File: config.mk
export PLATFORM = sky130hd
export DESIGN_NAME = pc_sequencer
export DESIGN_NICKNAME = d
export VERILOG_FILES = /design/src/rtl/pc_sequencer_pkg.sv /design/src/rtl/pc_target_mux.sv /design/src/rtl/pc_sequencer.sv
export SDC_FILE = /design/constraint.sdc
export NUM_CORES = 1
export LEC_CHECK = 0
export CORE_ASPECT_RATIO = 2
export CORE_UTILIZATION = 40
export CTS_CLUSTER_SIZE = 30
export DETAILED_ROUTE_END_ITERATION = 10
export DONT_BUFFER_PORTS = 1
export SKIP_CTS_REPAIR_TIMING = 1
export SLEW_MARGIN = 20
export SYNTH_ARGS = -nofsm -noshare
export SYNTH_HDL_FRONTEND = slang
export SYNTH_HIERARCHICAL = 1
export SYNTH_SLANG_ARGS = --single-unit
File: constraint.sdc
create_clock -name Clk -period 3.6 [get_ports Clk]
set_clock_uncertainty 0.15 [all_clocks]
set_input_delay 0.54 -clock Clk [delete_from_list [all_inputs] [get_ports Clk]]
set_output_delay 0.54 -clock Clk [all_outputs]
set_load 0.1 [all_outputs]
File: src/rtl/pc_sequencer_pkg.sv
`default_nettype none
// ============================================================================
//  Module      : pc_sequencer_pkg
//  Description : Shared types and constants for the fetch-stage PC sequencer:
//                next-PC source encoding, redirect FSM states, PC increment.
//  Revision    : 1.0 - initial release
// ============================================================================
package pc_sequencer_pkg;

    // Which value the PC register loads at the next rising edge
    typedef enum logic [2:0] {
        SRC_SEQ  = 3'd0,   // sequential fetch, PC+4
        SRC_HOLD = 3'd1,   // stalled, keep current PC
        SRC_BR   = 3'd2,   // EX-stage taken branch
        SRC_JR   = 3'd3,   // ID-stage jr/jalr
        SRC_J    = 3'd4    // ID-stage j/jal
    } pc_src_e;

    // Redirect tracking FSM
    typedef enum logic [0:0] {
        RUN      = 1'b0,
        REDIRECT = 1'b1
    } seq_state_e;

    localparam int PC_INC = 4;

    // True when the selected source changes control flow
    function automatic logic is_redirect(input pc_src_e src);
        return (src == SRC_BR) || (src == SRC_JR) || (src == SRC_J);
    endfunction

endpackage : pc_sequencer_pkg
`default_nettype wire

File: src/rtl/pc_target_mux.sv
`default_nettype none
// ============================================================================
//  Module      : pc_target_mux
//  Description : Combinational branch / jump / jump-register target
//                computation and fixed-priority next-PC selection.
//                Priority: branch > jr > j > stall > sequential.
//  Revision    : 1.0 - initial release
// ============================================================================
module pc_target_mux
    import pc_sequencer_pkg::*;
#(
    parameter int N = 32
) (
    input  logic         stall,
    input  logic         branch_taken,
    input  logic [N-1:0] branch_pc_plus4,
    input  logic [N-1:0] branch_offset_sl2,
    input  logic         jump,
    input  logic [25:0]  jump_index,
    input  logic [N-1:0] id_pc_plus4,
    input  logic         jump_reg,
    input  logic [N-1:0] jump_reg_addr,
    input  logic [N-1:0] pc,
    input  logic [N-1:0] pc_plus4,
    output logic [N-1:0] next_pc,
    output pc_src_e      src,
    output logic         jr_misaligned
);

    logic [N-1:0] branch_target;
    logic [N-1:0] jump_target;
    logic [N-1:0] jr_target;

    // Wrap-around add; the carry out of bit N-1 is intentionally dropped
    assign branch_target = branch_pc_plus4 + branch_offset_sl2;

    // jr always fetches a word-aligned address; misalignment is only flagged
    assign jr_target     = {jump_reg_addr[N-1:2], 2'b00};
    assign jr_misaligned = (jump_reg_addr[1:0] != 2'b00);

    // The region bits above the 28-bit jump field exist only when N > 28
    generate
        if (N > 28) begin : g_jump_region
            assign jump_target = {id_pc_plus4[N-1:28], jump_index, 2'b00};
        end else begin : g_jump_flat
            assign jump_target = {jump_index, 2'b00};
        end
    endgenerate

    // Low bits of the ID-stage PC+4 are replaced by the jump index
    logic unused_id_low;
    assign unused_id_low = ^id_pc_plus4[27:0];

    // Priority select: the EX branch is older than any ID-stage jump
    always_comb begin
        src     = SRC_SEQ;
        next_pc = pc_plus4;
        if (branch_taken) begin
            src     = SRC_BR;
            next_pc = branch_target;
        end else if (jump_reg) begin
            src     = SRC_JR;
            next_pc = jr_target;
        end else if (jump) begin
            src     = SRC_J;
            next_pc = jump_target;
        end else if (stall) begin
            src     = SRC_HOLD;
            next_pc = pc;
        end
    end

endmodule : pc_target_mux
`default_nettype wire

File: src/rtl/pc_sequencer.sv
`default_nettype none
// ============================================================================
//  Module      : pc_sequencer
//  Description : Fetch-stage program counter register with next-PC select,
//                redirect FSM generating one-cycle IF/ID and ID/EX flushes,
//                and a jr alignment fault pulse.
//                Optional feature macro: PC_SEQ_PERF_COUNTERS_EN adds
//                saturating BranchCount / RedirectCount outputs.
//  Revision    : 1.0 - initial release
// ============================================================================
module pc_sequencer
    import pc_sequencer_pkg::*;
#(
    parameter int           N        = 32,
    parameter logic [N-1:0] RESET_PC = N'(32'h0000_0000)
) (
    input  logic         Clk,
    input  logic         Reset_n,
    input  logic         Stall,
    input  logic         BranchTaken,
    input  logic [N-1:0] BranchPCPlus4,
    input  logic [N-1:0] BranchOffsetSl2,
    input  logic         Jump,
    input  logic [25:0]  JumpIndex,
    input  logic [N-1:0] IDPCPlus4,
    input  logic         JumpReg,
    input  logic [N-1:0] JumpRegAddr,
    output logic [N-1:0] PC,
    output logic [N-1:0] PCPlus4,
    output logic         FlushIFID,
    output logic         FlushIDEX,
    output logic         AlignFault
`ifdef PC_SEQ_PERF_COUNTERS_EN
   ,output logic [31:0]  BranchCount,
    output logic [31:0]  RedirectCount
`endif
);

    seq_state_e   state;
    seq_state_e   next_state;
    pc_src_e      src;
    logic [N-1:0] next_pc;
    logic         jr_misaligned;
    logic         last_was_branch;

    assign PCPlus4 = PC + N'(PC_INC);

    pc_target_mux #(
        .N (N)
    ) u_target_mux (
        .stall             (Stall),
        .branch_taken      (BranchTaken),
        .branch_pc_plus4   (BranchPCPlus4),
        .branch_offset_sl2 (BranchOffsetSl2),
        .jump              (Jump),
        .jump_index        (JumpIndex),
        .id_pc_plus4       (IDPCPlus4),
        .jump_reg          (JumpReg),
        .jump_reg_addr     (JumpRegAddr),
        .pc                (PC),
        .pc_plus4          (PCPlus4),
        .next_pc           (next_pc),
        .src               (src),
        .jr_misaligned     (jr_misaligned)
    );

    // PC register plus the flush pattern / fault captured with the redirect
    always_ff @(posedge Clk) begin
        if (!Reset_n) begin
            PC              <= RESET_PC;
            last_was_branch <= 1'b0;
            AlignFault      <= 1'b0;
        end else begin
            PC              <= next_pc;
            last_was_branch <= (src == SRC_BR);
            AlignFault      <= (src == SRC_JR) && jr_misaligned;
        end
    end

    // FSM state register
    always_ff @(posedge Clk) begin
        if (!Reset_n) begin
            state <= RUN;
        end else begin
            state <= next_state;
        end
    end

    // FSM next state: any selected redirect (re)enters REDIRECT
    always_comb begin
        next_state = RUN;
        if (is_redirect(src)) begin
            next_state = REDIRECT;
        end
    end

    // FSM outputs: branches squash two younger stages, jumps only one
    always_comb begin
        FlushIFID = 1'b0;
        FlushIDEX = 1'b0;
        if (state == REDIRECT) begin
            FlushIFID = 1'b1;
            FlushIDEX = last_was_branch;
        end
    end

`ifdef PC_SEQ_PERF_COUNTERS_EN
    // Saturating event counters, independent of Stall
    always_ff @(posedge Clk) begin
        if (!Reset_n) begin
            BranchCount   <= 32'd0;
            RedirectCount <= 32'd0;
        end else begin
            if ((src == SRC_BR) && (BranchCount != 32'hFFFF_FFFF)) begin
                BranchCount <= BranchCount + 32'd1;
            end
            if (is_redirect(src) && (RedirectCount != 32'hFFFF_FFFF)) begin
                RedirectCount <= RedirectCount + 32'd1;
            end
        end
    end
`endif

endmodule : pc_sequencer
`default_nettype wire

==> impl_table.tex, run 1 <==
\begin{tabular}{lr}
\hline
Metric & Value \\
\hline
\multicolumn{2}{l}{\textbf{Run status}} \\
Status & finished, final reports clean \\
\multicolumn{2}{l}{\textbf{Power and ir drop}} \\
VDD IR max & 0.233 mV \\
Sum of internal, switching and leakage power & 0.00230 W \\
PD cells & 413 mW/mm2 \\
Leak & 2.34 nW \\
\multicolumn{2}{l}{\textbf{Final layout}} \\
Net count, final & 872 \\
Antenna diode count & 0 \\
FILL cells & 1,153 \\
Area used by multi-input combinational logic & 0.00396 mm2 \\
Area taken by flip-flops and latches & 733 um2 \\
Final design area excluding fillers & 0.00556 mm2 \\
Fraction of final layout cells with drive strength greater than 1 & 20.4\% \\
Signed area change from the synthesized netlist to the final layout & 20.4\% \\
\multicolumn{2}{l}{\textbf{Critical path}} \\
Largest driver fanout on the critical path & 10 \\
Data required time of the worst path & 2.91 ns \\
Worst Reg-to-Reg Cells & 12 \\
Critical path's most frequent cell & sky130\_fd\_sc\_hd\_\_buf\_4 \\
Highest cell delay on the worst timing path & 0.56 ns \\
Startpoint type of the worst setup path & register \\
Setup slack, reg-to-reg & 0.41 ns \\
Critical R2R Capture & PC[28] \\
Crit path max-delay cell type & sky130\_fd\_sc\_hd\_\_or3\_1 \\
Classification of the worst setup path & reg -> out \\
Critical path buffer and inverter count & 2 \\
Total stage count of the critical path & 6 \\
Arrival time of the worst setup path & 2.71 ns \\
Element type at the critical path end & output port \\
Category of cells accounting for the largest share of critical-path delay & simple AND/OR/NAND/NOR gates \\
Cell-by-cell trace of the critical path & buf\_4 > nand3\_1 > or3\_1 > nor4\_2 > xor2\_4 > buf\_4 \\
Worst flop-to-flop path startpoint & PC[4] \\
\multicolumn{2}{l}{\textbf{Clock tree}} \\
CTS root buffer & sky130\_fd\_sc\_hd\_\_clkbuf\_16 \\
Clock-pin slew on the worst setup and hold paths & 0.06 ns \\
Maximum level of the CTS H-tree & 2 \\
Clock insertion delay at the later pin of the skew report & 0.28 ns \\
Clock tree sinks & 35 \\
Clock tree from TritonCTS & done \\
Inserted Clock Buffers & 5 \\
Bufs on Longest Clock Path & 2 \\
\multicolumn{2}{l}{\textbf{Place}} \\
HPWL reported at the end of detailed placement & 12,100 um \\
Final weighted congestion of routability-driven global placement & 0.895 \\
Worst slack, placed & 0.242 ns \\
Cell area after placement & 0.00539 mm2 \\
Count of buffers inserted at the top-level ports & 0 \\
\multicolumn{2}{l}{\textbf{Worst hold path}} \\
Number of stages on the worst hold path & 1 \\
Hold endpoint & PC[18] \\
Path class of the lowest-slack min-delay path & in -> reg \\
Min-delay src & Reset\_n \\
\multicolumn{2}{l}{\textbf{Global route}} \\
First-pass GRT wire length & 22,500 um \\
Antenna violations before repair & 0 \\
Maximum number of pins on one net before global-route repair & 65 \\
Vias in the first global route & 4,649 \\
Gr usage total & 23.5\% \\
Remaining global-route overflow & 0 \\
\multicolumn{2}{l}{\textbf{Synth}} \\
Synthesized area per cell & 7.11 um2 \\
Library cells used by synthesis & 59 \\
Proportion of synthesized flip-flops having asynchronous set or reset & 0\% \\
Cells after synthesis & 650 \\
Most numerous cell types in the synthesized netlist & sky130\_fd\_sc\_hd\_\_a21oi\_1 (94), sky130\_fd\_sc\_hd\_\_nor2\_1 (88), sky130\_fd\_sc\_hd\_\_nand2\_1 (53) \\
Proportion of netlist area held by the largest area contributor & 15.2\% \\
EDFF count, synth & 0 \\
Number of flip-flops and latches in the synthesized netlist & 35 \\
Post-Synthesis Cell Area & 0.00462 mm2 \\
Area leader, netlist & sky130\_fd\_sc\_hd\_\_dfxtp\_1 \\
Yosys synthesis warning count & 6 \\
Synthesized net count & 843 \\
Most repeated cell in the gate-level netlist after synthesis & sky130\_fd\_sc\_hd\_\_a21oi\_1 \\
Synth top area cells & sky130\_fd\_sc\_hd\_\_dfxtp\_1 (15\%), sky130\_fd\_sc\_hd\_\_a21oi\_1 (10\%), sky130\_fd\_sc\_hd\_\_ha\_1 (8.7\%) \\
Primary FF master, synth & sky130\_fd\_sc\_hd\_\_dfxtp\_1 \\
Share of the yosys chip area belonging to registers & 15.2\% \\
\multicolumn{2}{l}{\textbf{Drt}} \\
DRT iter0 DRCs & 237 \\
Remaining antenna violation count after routing & 0 \\
\# DRC & 0 \\
Total Routed Length & 14,500 um \\
Detailed-route via count & 4,803 \\
Detailed-routing iteration count for the pre-antenna-repair pass & 4 \\
Per-cell via count in the routed design & 5.84 \\
Routed wire per std cell & 17.6 um \\
\multicolumn{2}{l}{\textbf{Floorplanning}} \\
X dimension of the die & 78 um \\
Die Span Y & 154 um \\
Core Box Area & 0.0113 mm2 \\
Die area & 0.0120 mm2 \\
I/O pins & 227 \\
Site Rows & 55 \\
Starting utilization of the core area & 40.9\% \\
\multicolumn{2}{l}{\textbf{Timing}} \\
Share of the clock period used by the worst path after layout & 94.5\% \\
Transition time at the pin with the least slew margin & 1.05 ns \\
Final setup TNS & 0 ns \\
Total count of hold-check failures in the final report & 0 \\
Final critical delay including setup and external delays & 3.40 ns \\
Final critical-path setup slack & 0.197 ns \\
Fin. max-slew vios & 0 \\
F\_max & 294 MHz \\
Smallest hold slack & 0.241 ns \\
Unrepaired setup endpoints after global routing & false \\
Worst slew margin relative to its limit & 30.3\% \\
Final count of negative-setup-slack endpoints & 0 \\
\multicolumn{2}{l}{\textbf{Job}} \\
Max Cap Viol & 0 \\
\hline
\end{tabular}
-- cell families (layout without fill, tap and decap cells) --
group                      Yosys count  in the layout  share of synthesized area [%]
and+or+nand+nor                    243            243                           26.1
AOI/OAI and AO/OA                  193            193                           25.4
buffers and inverters               56             86                           6.15
xor gates and xnor gates            52             52                           9.86
muxes                               38             38                           8.23
DFF                                 35             35                           15.2
adders and majority gates           33             33                           9.10
-- flip-flops by register name, summed over array words and instances, names as in the netlist --
register and flops:
PC 32, state 1, AlignFault 1, last_was_branch 1
-- layout by cell type, fill, tap and decap left out, types with 3 or more instances in the layout --
cell / synthesis / final
sky130_fd_sc_hd__xor2_4: 0 / 10
sky130_fd_sc_hd__o21bai_1: 4 / 4
sky130_fd_sc_hd__nand2b_1: 3 / 3
sky130_fd_sc_hd__xor2_2: 0 / 8
sky130_fd_sc_hd__nor2b_1: 5 / 5
sky130_fd_sc_hd__buf_4: 4 / 60
sky130_fd_sc_hd__inv_1: 18 / 18
sky130_fd_sc_hd__nor3_1: 15 / 15
sky130_fd_sc_hd__o22ai_1: 4 / 4
sky130_fd_sc_hd__a31oi_1: 8 / 8
sky130_fd_sc_hd__o211ai_1: 5 / 5
sky130_fd_sc_hd__nand4_1: 6 / 6
sky130_fd_sc_hd__or3_1: 5 / 5
sky130_fd_sc_hd__clkbuf_16: 0 / 5
sky130_fd_sc_hd__nor2_1: 88 / 88
sky130_fd_sc_hd__xnor2_1: 21 / 11
sky130_fd_sc_hd__nand3_1: 12 / 12
sky130_fd_sc_hd__a21boi_0: 4 / 4
sky130_fd_sc_hd__nand2_1: 53 / 53
sky130_fd_sc_hd__o21ai_0: 21 / 21
sky130_fd_sc_hd__mux2i_1: 38 / 38
sky130_fd_sc_hd__dfxtp_1: 35 / 9
sky130_fd_sc_hd__and2_1: 33 / 33
sky130_fd_sc_hd__xor2_1: 31 / 13
sky130_fd_sc_hd__a21oi_1: 94 / 94
sky130_fd_sc_hd__a211oi_1: 26 / 26
sky130_fd_sc_hd__o21a_1: 3 / 3
sky130_fd_sc_hd__dfxtp_2: 0 / 26
sky130_fd_sc_hd__a21o_1: 10 / 10
sky130_fd_sc_hd__xnor2_2: 0 / 10
sky130_fd_sc_hd__nor4_2: 7 / 7
sky130_fd_sc_hd__ha_1: 32 / 32
-- final cells by class --
type / instances / share of cell area (%)
Multi-Input combinational cell: 559 / 71.2
Sequential cell: 35 / 13.2
Timing Repair Buffer: 60 / 8.10
Tap cell: 142 / 3.19
Clock buffer: 6 / 2.50
Inverter: 18 / 1.21
Clock inverter: 2 / 0.630
-- worst register-to-register path, delay by kind of cell (launching register included) --
kind,cells,cell delay (ns)
AO/OA/AOI/OAI,3,0.56
XOR/XNOR,1,0.12
buffers and inverters,1,0.32
flip-flops,1,0.32
multiplexers,1,0.15
AND/OR/NAND/NOR,6,1.47
-- stage by stage --
step | util [%] | cells
after floorplan | - | 650
after CTS | 49.3 | 822
after detailed placement | 47.7 | 814
after global routing | 49.3 | 822
final | 49.3 | 822
after global placement | 47.7 | 814
-- layer usage --
layer	vias to the layer above	part of all wire [%]	GRT usage, %
met2	195	53	44.5
met5	-	0	0
met1	2210	37	25.0
met4	0	4.4	11.6
met3	34	5.6	2.67
li1	2364	-	-
-- how the worst max path moves through the flow --
stage,startpoint,to,slack (ns)
floorplan,PC[2],PC[6],-0.06
global placement,BranchPCPlus4[0],PC[28],0.30
detailed placement,BranchPCPlus4[0],PC[28],0.24
CTS,PC[4],PCPlus4[24],0.17
global route,PC[4],PCPlus4[24],0.1
finish,PC[4],PCPlus4[24],0.20
-- where the power goes --
| part | total [W] | internal, W | switching, W |
|---|---|---|---|
| Combinational | 0.00132 | 0.000357 | 0.000960 |
| Sequential | 0.000480 | 0.000435 | 0.0000451 |
| Clock | 0.000499 | 0.000344 | 0.000155 |
| Total | 0.00230 | 0.00114 | 0.00116 |
No activity file was read; power rests on OpenSTA's default activity.
==> run 2: changes to the inputs <==
Settings changed: CORE_MARGIN set to 2, CTS_BUF_LIST set to sky130_fd_sc_hd__clkbuf_4 sky130_fd_sc_hd__clkbuf_8 sky130_fd_sc_hd__clkbuf_16.
==> impl_table.tex, run 2 (synthesis gave the netlist of run 1 again) <==
\begin{tabular}{lr}
\hline
Metric & Value \\
\hline
\multicolumn{2}{l}{\textbf{Final layout}} \\
Area taken by flip-flops and latches & 733 um2 (unchanged) \\
Final cell utilization of the core & 49.1\% (was 49.3\%) \\
Net count, final & 873 (was 872) \\
Area used by multi-input combinational logic & 0.00396 mm2 (unchanged) \\
Most common cell after layout, fill and taps aside & sky130\_fd\_sc\_hd\_\_a21oi\_1 (unchanged) \\
Signed area change from the synthesized netlist to the final layout & 19.9\% (was 20.4\%) \\
Most flops, register & PC (unchanged) \\
FILL cells & 1,161 (was 1,153) \\
Antenna diode count & 0 (unchanged) \\
Fraction of final layout cells with drive strength greater than 1 & 20.6\% (was 20.4\%) \\
Max FFs per register & 32 (unchanged) \\
Final design area excluding fillers & 0.00554 mm2 (was 0.00556 mm2) \\
Top library cells by usage in the layout, fill and taps aside & sky130\_fd\_sc\_hd\_\_a21oi\_1 (94), sky130\_fd\_sc\_hd\_\_nor2\_1 (88), sky130\_fd\_sc\_hd\_\_buf\_4 (61) (was sky130\_fd\_sc\_hd\_\_a21oi\_1 (94), sky130\_fd\_sc\_hd\_\_nor2\_1 (88), sky130\_fd\_sc\_hd\_\_buf\_4 (60)) \\
\multicolumn{2}{l}{\textbf{Clock tree}} \\
Clock tree sinks & 35 (unchanged) \\
Clock tree from TritonCTS & done (unchanged) \\
Maximum level of the CTS H-tree & 2 (unchanged) \\
Clock-pin slew on the worst setup and hold paths & 0.06 ns (about the same) \\
Inserted Clock Buffers & 5 (unchanged) \\
CTS root buffer & sky130\_fd\_sc\_hd\_\_clkbuf\_16 (unchanged) \\
Bufs on Longest Clock Path & 2 (unchanged) \\
Clock insertion delay at the later pin of the skew report & 0.28 ns (about the same) \\
\multicolumn{2}{l}{\textbf{Power and ir drop}} \\
PD cells & 399 mW/mm2 (was 413 mW/mm2) \\
Sum of internal, switching and leakage power & 0.00221 W (was 0.00230 W) \\
VDD IR max & 0.182 mV (was 0.233 mV) \\
Leak & 2.32 nW (was 2.34 nW) \\
\multicolumn{2}{l}{\textbf{Timing}} \\
Total count of hold-check failures in the final report & 0 (unchanged) \\
F\_max & 293 MHz (was 294 MHz) \\
Share of the clock period used by the worst path after layout & 94.9\% (was 94.5\%) \\
Transition time at the pin with the least slew margin & 1.06 ns (was 1.05 ns) \\
Smallest hold slack & 0.239 ns (was 0.241 ns) \\
Final critical delay including setup and external delays & 3.42 ns (was 3.40 ns) \\
Fin. max-slew vios & 0 (unchanged) \\
Unrepaired setup endpoints after global routing & false (unchanged) \\
Final count of negative-setup-slack endpoints & 0 (unchanged) \\
Final setup TNS & 0 ns (unchanged) \\
Worst slew margin relative to its limit & 29.2\% (was 30.3\%) \\
\multicolumn{2}{l}{\textbf{Floorplanning}} \\
Core Box Area & 0.0113 mm2 (unchanged) \\
X dimension of the die & 80 um (was 78 um) \\
I/O pins & 227 (unchanged) \\
Die area & 0.0125 mm2 (was 0.0120 mm2) \\
Die Span Y & 156 um (was 154 um) \\
Starting utilization of the core area & 40.9\% (unchanged) \\
Site Rows & 55 (unchanged) \\
\multicolumn{2}{l}{\textbf{Global route}} \\
First-pass GRT wire length & 22,700 um (was 22,500 um) \\
Maximum number of pins on one net before global-route repair & 65 (unchanged) \\
Antenna violations before repair & 0 (unchanged) \\
Vias in the first global route & 4,598 (was 4,649) \\
Gr usage total & 22.8\% (was 23.5\%) \\
Remaining global-route overflow & 0 (unchanged) \\
\multicolumn{2}{l}{\textbf{Drt}} \\
Detailed-routing iteration count for the pre-antenna-repair pass & 4 (unchanged) \\
\# DRC & 0 (unchanged) \\
Detailed-route via count & 4,715 (was 4,803) \\
Total Routed Length & 14,600 um (was 14,500 um) \\
Routed wire per std cell & 17.7 um (was 17.6 um) \\
Remaining antenna violation count after routing & 0 (unchanged) \\
DRT iter0 DRCs & 238 (was 237) \\
Per-cell via count in the routed design & 5.73 (was 5.84) \\
\multicolumn{2}{l}{\textbf{Critical path}} \\
Highest cell delay on the worst timing path & 0.57 ns (was 0.56 ns) \\
Critical path buffer and inverter count & 2 (unchanged) \\
Startpoint type of the worst setup path & register (unchanged) \\
Source of the critical timing path & PC[4] (unchanged) \\
Category of cells accounting for the largest share of critical-path delay & simple AND/OR/NAND/NOR gates (unchanged) \\
Data required time of the worst path & 2.91 ns (about the same) \\
Cell-by-cell trace of the critical path & buf\_4 > nand3\_1 > or3\_1 > nor4\_2 > xor2\_4 > buf\_4 (unchanged) \\
Arrival time of the worst setup path & 2.73 ns (was 2.71 ns) \\
Crit path max-delay cell type & sky130\_fd\_sc\_hd\_\_or3\_1 (unchanged) \\
Classification of the worst setup path & reg -> out (unchanged) \\
Worst flop-to-flop path startpoint & PC[4] (unchanged) \\
Critical path's most frequent cell & sky130\_fd\_sc\_hd\_\_buf\_4 (unchanged) \\
Largest driver fanout on the critical path & 10 (unchanged) \\
Element type at the critical path end & output port (unchanged) \\
\multicolumn{2}{l}{\textbf{Job}} \\
Max Cap Viol & 0 (unchanged) \\
\multicolumn{2}{l}{\textbf{Place}} \\
HPWL reported at the end of detailed placement & 12,100 um (about the same) \\
Final weighted congestion of routability-driven global placement & 0.917 (was 0.895) \\
Count of buffers inserted at the top-level ports & 0 (unchanged) \\
Cell area after placement & 0.00540 mm2 (was 0.00539 mm2) \\
\multicolumn{2}{l}{\textbf{Run status}} \\
Status & finished, final reports clean (unchanged) \\
\multicolumn{2}{l}{\textbf{Worst hold path}} \\
Path class of the lowest-slack min-delay path & in -> reg (unchanged) \\
Min-delay src & Reset\_n (unchanged) \\
\hline
\end{tabular}
==> run 2: cell types whose count changed in the layout (fill, tap and decap cells not counted), sizes merged <==
cell,change
clkinvlp,+2
bufinv,-1
buf,+1
clkbuf,-1
==> run 2: final cells by class <==
| type | count | area share (%) |
|---|---|---|
| sequential | 35 | 13.2 |
| timing repair buffer | 61 | 8.27 |
| clock buffer | 5 | 2.26 |
| multi-input combinational | 559 | 71.5 |
| tap | 142 | 3.21 |
| inverter | 18 | 1.22 |
| clock inverter | 3 | 0.361 |
==> run 2: final timing paths <==
check,endpoint,slack [ns],depth (start not counted)
worst max-delay path,PCPlus4[26],0.18,6
worst min-delay path,PC[19],0.24,1
worst max register to register,PC[24],0.45,12
worst min register to register,PC[2],0.85,7
==> run 2: worst register-to-register path: cells and delay by family (launching register included) <==
family          cells  cell delay, ns
simple gates        6            1.56
xor+xnor            1            0.11
mux                 1            0.14
compound gates      3            0.44
flops               1            0.32
buf+inv             1            0.32
==> run 2: power by group <==
group	leakage, nW	internal [W]	switching [W]
sequential	0.298	0.000435	0.0000476
clock	0.0658	0.000254	0.000159
combinational	1.96	0.000358	0.000959
==> run 2: routing by layer <==
layer	track usage, %	vias to the layer above	wire [um]
met3	2.89	26	792
li1	-	2382	-
met5	0	-	0
met4	10.6	0	501
met2	41.5	155	7680
met1	25.6	2152	5600
==> run 2: stage by stage <==
step,setup WS (ns),std cells
6_report,0.183,823
5_1_grt,0.0532,823
4_1_cts,0.130,823
3_5_place_dp,0.285,815
3_3_place_gp,0.323,815
2_1_floorplan,-0.0649,650
==> run 3: changes to the inputs <==
Settings changed: SKIP_LAST_GASP set to 1.
Clock period 3.6 ns to 3.75 ns, I/O delays scaled along.
==> impl_table.tex, run 3 (synthesis gave the netlist of run 1 again) <==
\begin{tabular}{lr}
\hline
Metric & Value \\
\hline
\multicolumn{2}{l}{\textbf{Run status}} \\
Status & finished, final reports clean (unchanged) \\
\multicolumn{2}{l}{\textbf{Drt}} \\
Total Routed Length & 14,700 um (was 14,600 um) \\
Routed wire per std cell & 17.9 um (was 17.7 um) \\
Per-cell via count in the routed design & 5.82 (was 5.73) \\
Detailed-routing iteration count for the pre-antenna-repair pass & 5 (was 4) \\
Detailed-route via count & 4,786 (was 4,715) \\
DRT iter0 DRCs & 289 (was 238) \\
Remaining antenna violation count after routing & 0 (unchanged) \\
\# DRC & 0 (unchanged) \\
\multicolumn{2}{l}{\textbf{Worst hold path}} \\
Path class of the lowest-slack min-delay path & in -> reg (unchanged) \\
Hold endpoint & PC[19] (unchanged) \\
Min-delay src & Reset\_n (unchanged) \\
Number of stages on the worst hold path & 1 (unchanged) \\
\multicolumn{2}{l}{\textbf{Final layout}} \\
Signed area change from the synthesized netlist to the final layout & 19.7\% (was 19.9\%) \\
Max FFs per register & 32 (unchanged) \\
Net count, final & 872 (was 873) \\
Antenna diode count & 0 (unchanged) \\
Most flops, register & PC (unchanged) \\
Top library cells by usage in the layout, fill and taps aside & sky130\_fd\_sc\_hd\_\_a21oi\_1 (94), sky130\_fd\_sc\_hd\_\_nor2\_1 (88), sky130\_fd\_sc\_hd\_\_buf\_4 (59) (was sky130\_fd\_sc\_hd\_\_a21oi\_1 (94), sky130\_fd\_sc\_hd\_\_nor2\_1 (88), sky130\_fd\_sc\_hd\_\_buf\_4 (61)) \\
Non-filler instance count after layout & 822 (was 823) \\
Most common cell after layout, fill and taps aside & sky130\_fd\_sc\_hd\_\_a21oi\_1 (unchanged) \\
Fraction of final layout cells with drive strength greater than 1 & 18.5\% (was 20.6\%) \\
Final cell utilization of the core & 49.0\% (was 49.1\%) \\
\multicolumn{2}{l}{\textbf{Job}} \\
Max Cap Viol & 0 (unchanged) \\
\multicolumn{2}{l}{\textbf{Critical path}} \\
Arrival time of the worst setup path & 2.72 ns (was 2.73 ns) \\
Worst flop-to-flop path startpoint & PC[4] (unchanged) \\
Critical path's most frequent cell & sky130\_fd\_sc\_hd\_\_buf\_4 (unchanged) \\
Highest cell delay on the worst timing path & 0.58 ns (was 0.57 ns) \\
Startpoint type of the worst setup path & register (unchanged) \\
Element type at the critical path end & output port (unchanged) \\
Cell-by-cell trace of the critical path & buf\_4 > nand3\_1 > or3\_1 > nor4\_1 > xnor2\_2 > buf\_4 (was buf\_4 > nand3\_1 > or3\_1 > nor4\_2 > xor2\_4 > buf\_4) \\
Worst Reg-to-Reg Cells & 12 (unchanged) \\
Crit path max-delay cell type & sky130\_fd\_sc\_hd\_\_or3\_1 (unchanged) \\
Data required time of the worst path & 3.04 ns (was 2.91 ns) \\
Classification of the worst setup path & reg -> out (unchanged) \\
Critical R2R Capture & PC[24] (unchanged) \\
Setup slack, reg-to-reg & 0.54 ns (was 0.45 ns) \\
Largest driver fanout on the critical path & 10 (unchanged) \\
\multicolumn{2}{l}{\textbf{Global route}} \\
Gr usage total & 22.7\% (was 22.8\%) \\
First-pass GRT wire length & 22,600 um (was 22,700 um) \\
Vias in the first global route & 4,603 (was 4,598) \\
Remaining global-route overflow & 0 (unchanged) \\
Antenna violations before repair & 0 (unchanged) \\
Maximum number of pins on one net before global-route repair & 65 (unchanged) \\
\multicolumn{2}{l}{\textbf{Floorplanning}} \\
Die area & 0.0125 mm2 (unchanged) \\
Site Rows & 55 (unchanged) \\
Core Box Area & 0.0113 mm2 (unchanged) \\
I/O pins & 227 (unchanged) \\
X dimension of the die & 80 um (unchanged) \\
Starting utilization of the core area & 40.9\% (unchanged) \\
Die Span Y & 156 um (unchanged) \\
\multicolumn{2}{l}{\textbf{Timing}} \\
Total count of hold-check failures in the final report & 0 (unchanged) \\
Smallest hold slack & 0.258 ns (was 0.239 ns) \\
Unrepaired setup endpoints after global routing & false (unchanged) \\
Fin. max-slew vios & 0 (unchanged) \\
Final count of negative-setup-slack endpoints & 0 (unchanged) \\
Worst slew margin relative to its limit & 30.6\% (was 29.2\%) \\
Final critical delay including setup and external delays & 3.43 ns \\
Share of the clock period used by the worst path after layout & 91.6\% \\
F\_max & 291 MHz \\
Transition time at the pin with the least slew margin & 1.04 ns (was 1.06 ns) \\
\multicolumn{2}{l}{\textbf{Clock tree}} \\
Clock insertion delay at the later pin of the skew report & 0.28 ns (about the same) \\
Clock tree from TritonCTS & done (unchanged) \\
Clock-pin slew on the worst setup and hold paths & 0.06 ns (about the same) \\
Inserted Clock Buffers & 5 (unchanged) \\
CTS root buffer & sky130\_fd\_sc\_hd\_\_clkbuf\_16 (unchanged) \\
Maximum level of the CTS H-tree & 2 (unchanged) \\
Clock tree sinks & 35 (unchanged) \\
Bufs on Longest Clock Path & 2 (unchanged) \\
\multicolumn{2}{l}{\textbf{Place}} \\
Placed Cells incl. Taps & 814 (was 815) \\
Count of buffers inserted at the top-level ports & 0 (unchanged) \\
Final weighted congestion of routability-driven global placement & 0.914 (was 0.917) \\
HPWL reported at the end of detailed placement & 12,100 um (about the same) \\
\multicolumn{2}{l}{\textbf{Power and ir drop}} \\
PD cells & 385 mW/mm2 (was 399 mW/mm2) \\
Leak & 2.32 nW (about the same) \\
VDD IR max & 0.273 mV (was 0.182 mV) \\
\hline
\end{tabular}
-- run 3: changes by cell type in the layout (fill, tap and decap cells not counted), sizes merged --
cell | before | now
buf | 61 | 60
clkbuf | 5 | 6
clkinvlp | 2 | 1
-- run 3: layout make-up --
cell class,instances,area [um2]
clock buffers,6,133
multi-input cells,559,3960
inverters,18,67.6
repair buffers,60,463
fillers,1170,5760
clock inverters,2,12.5
flip-flops and latches,35,717
well taps,142,178
-- run 3: metal layers --
| layer | track usage, % | part of all wire [%] | vias up |
|---|---|---|---|
| met3 | 3.24 | 6.3 | 32 |
| met4 | 9.60 | 3.5 | 0 |
| met1 | 26.0 | 38 | 2187 |
| li1 | - | - | 2372 |
| met2 | 41.0 | 52 | 195 |
| met5 | 0 | 0 | - |
-- run 3: through the flow --
step	instance area (um2)	total power [W]	TNS, ns	setup WS (ns)
after floorplan	4910	0.00153	-0.192	-0.0840
after detailed placement	5380	0.00173	0	0.416
final	5530	0.00213	0	0.316
after global routing	5530	0.00223	0	0.179
after global placement	5380	0.00172	0	0.458
after CTS	5530	0.00213	0	0.261
-- run 3: power by group --
| part | switching, W | internal [W] |
|---|---|---|
| Clock | 0.000149 | 0.000252 |
| Sequential | 0.0000432 | 0.000414 |
| Combinational | 0.000923 | 0.000345 |
| Total | 0.00111 | 0.00101 |
-- run 3: how the worst max path moves through the flow --
stage | startpoint | to | slack, ns | cells past startpoint
6_report | PC[4] | PCPlus4[22] | 0.32 | 6
5_1_grt | PC[4] | PCPlus4[22] | 0.18 | 6
4_1_cts | PC[4] | PCPlus4[26] | 0.26 | 6
3_5_place_dp | BranchPCPlus4[0] | PC[24] | 0.42 | 10
3_3_place_gp | BranchPCPlus4[0] | PC[24] | 0.46 | 10
2_1_floorplan | PC[21] | PC[29] | -0.08 | 11
-- run 3: critical path: cells and delay by family (launching register included) --
family                 cells  cell delay [ns]
flip-flops                 1             0.32
AND/OR/NAND/NOR            3             1.25
buffers and inverters      2             0.66
XOR/XNOR                   1             0.20
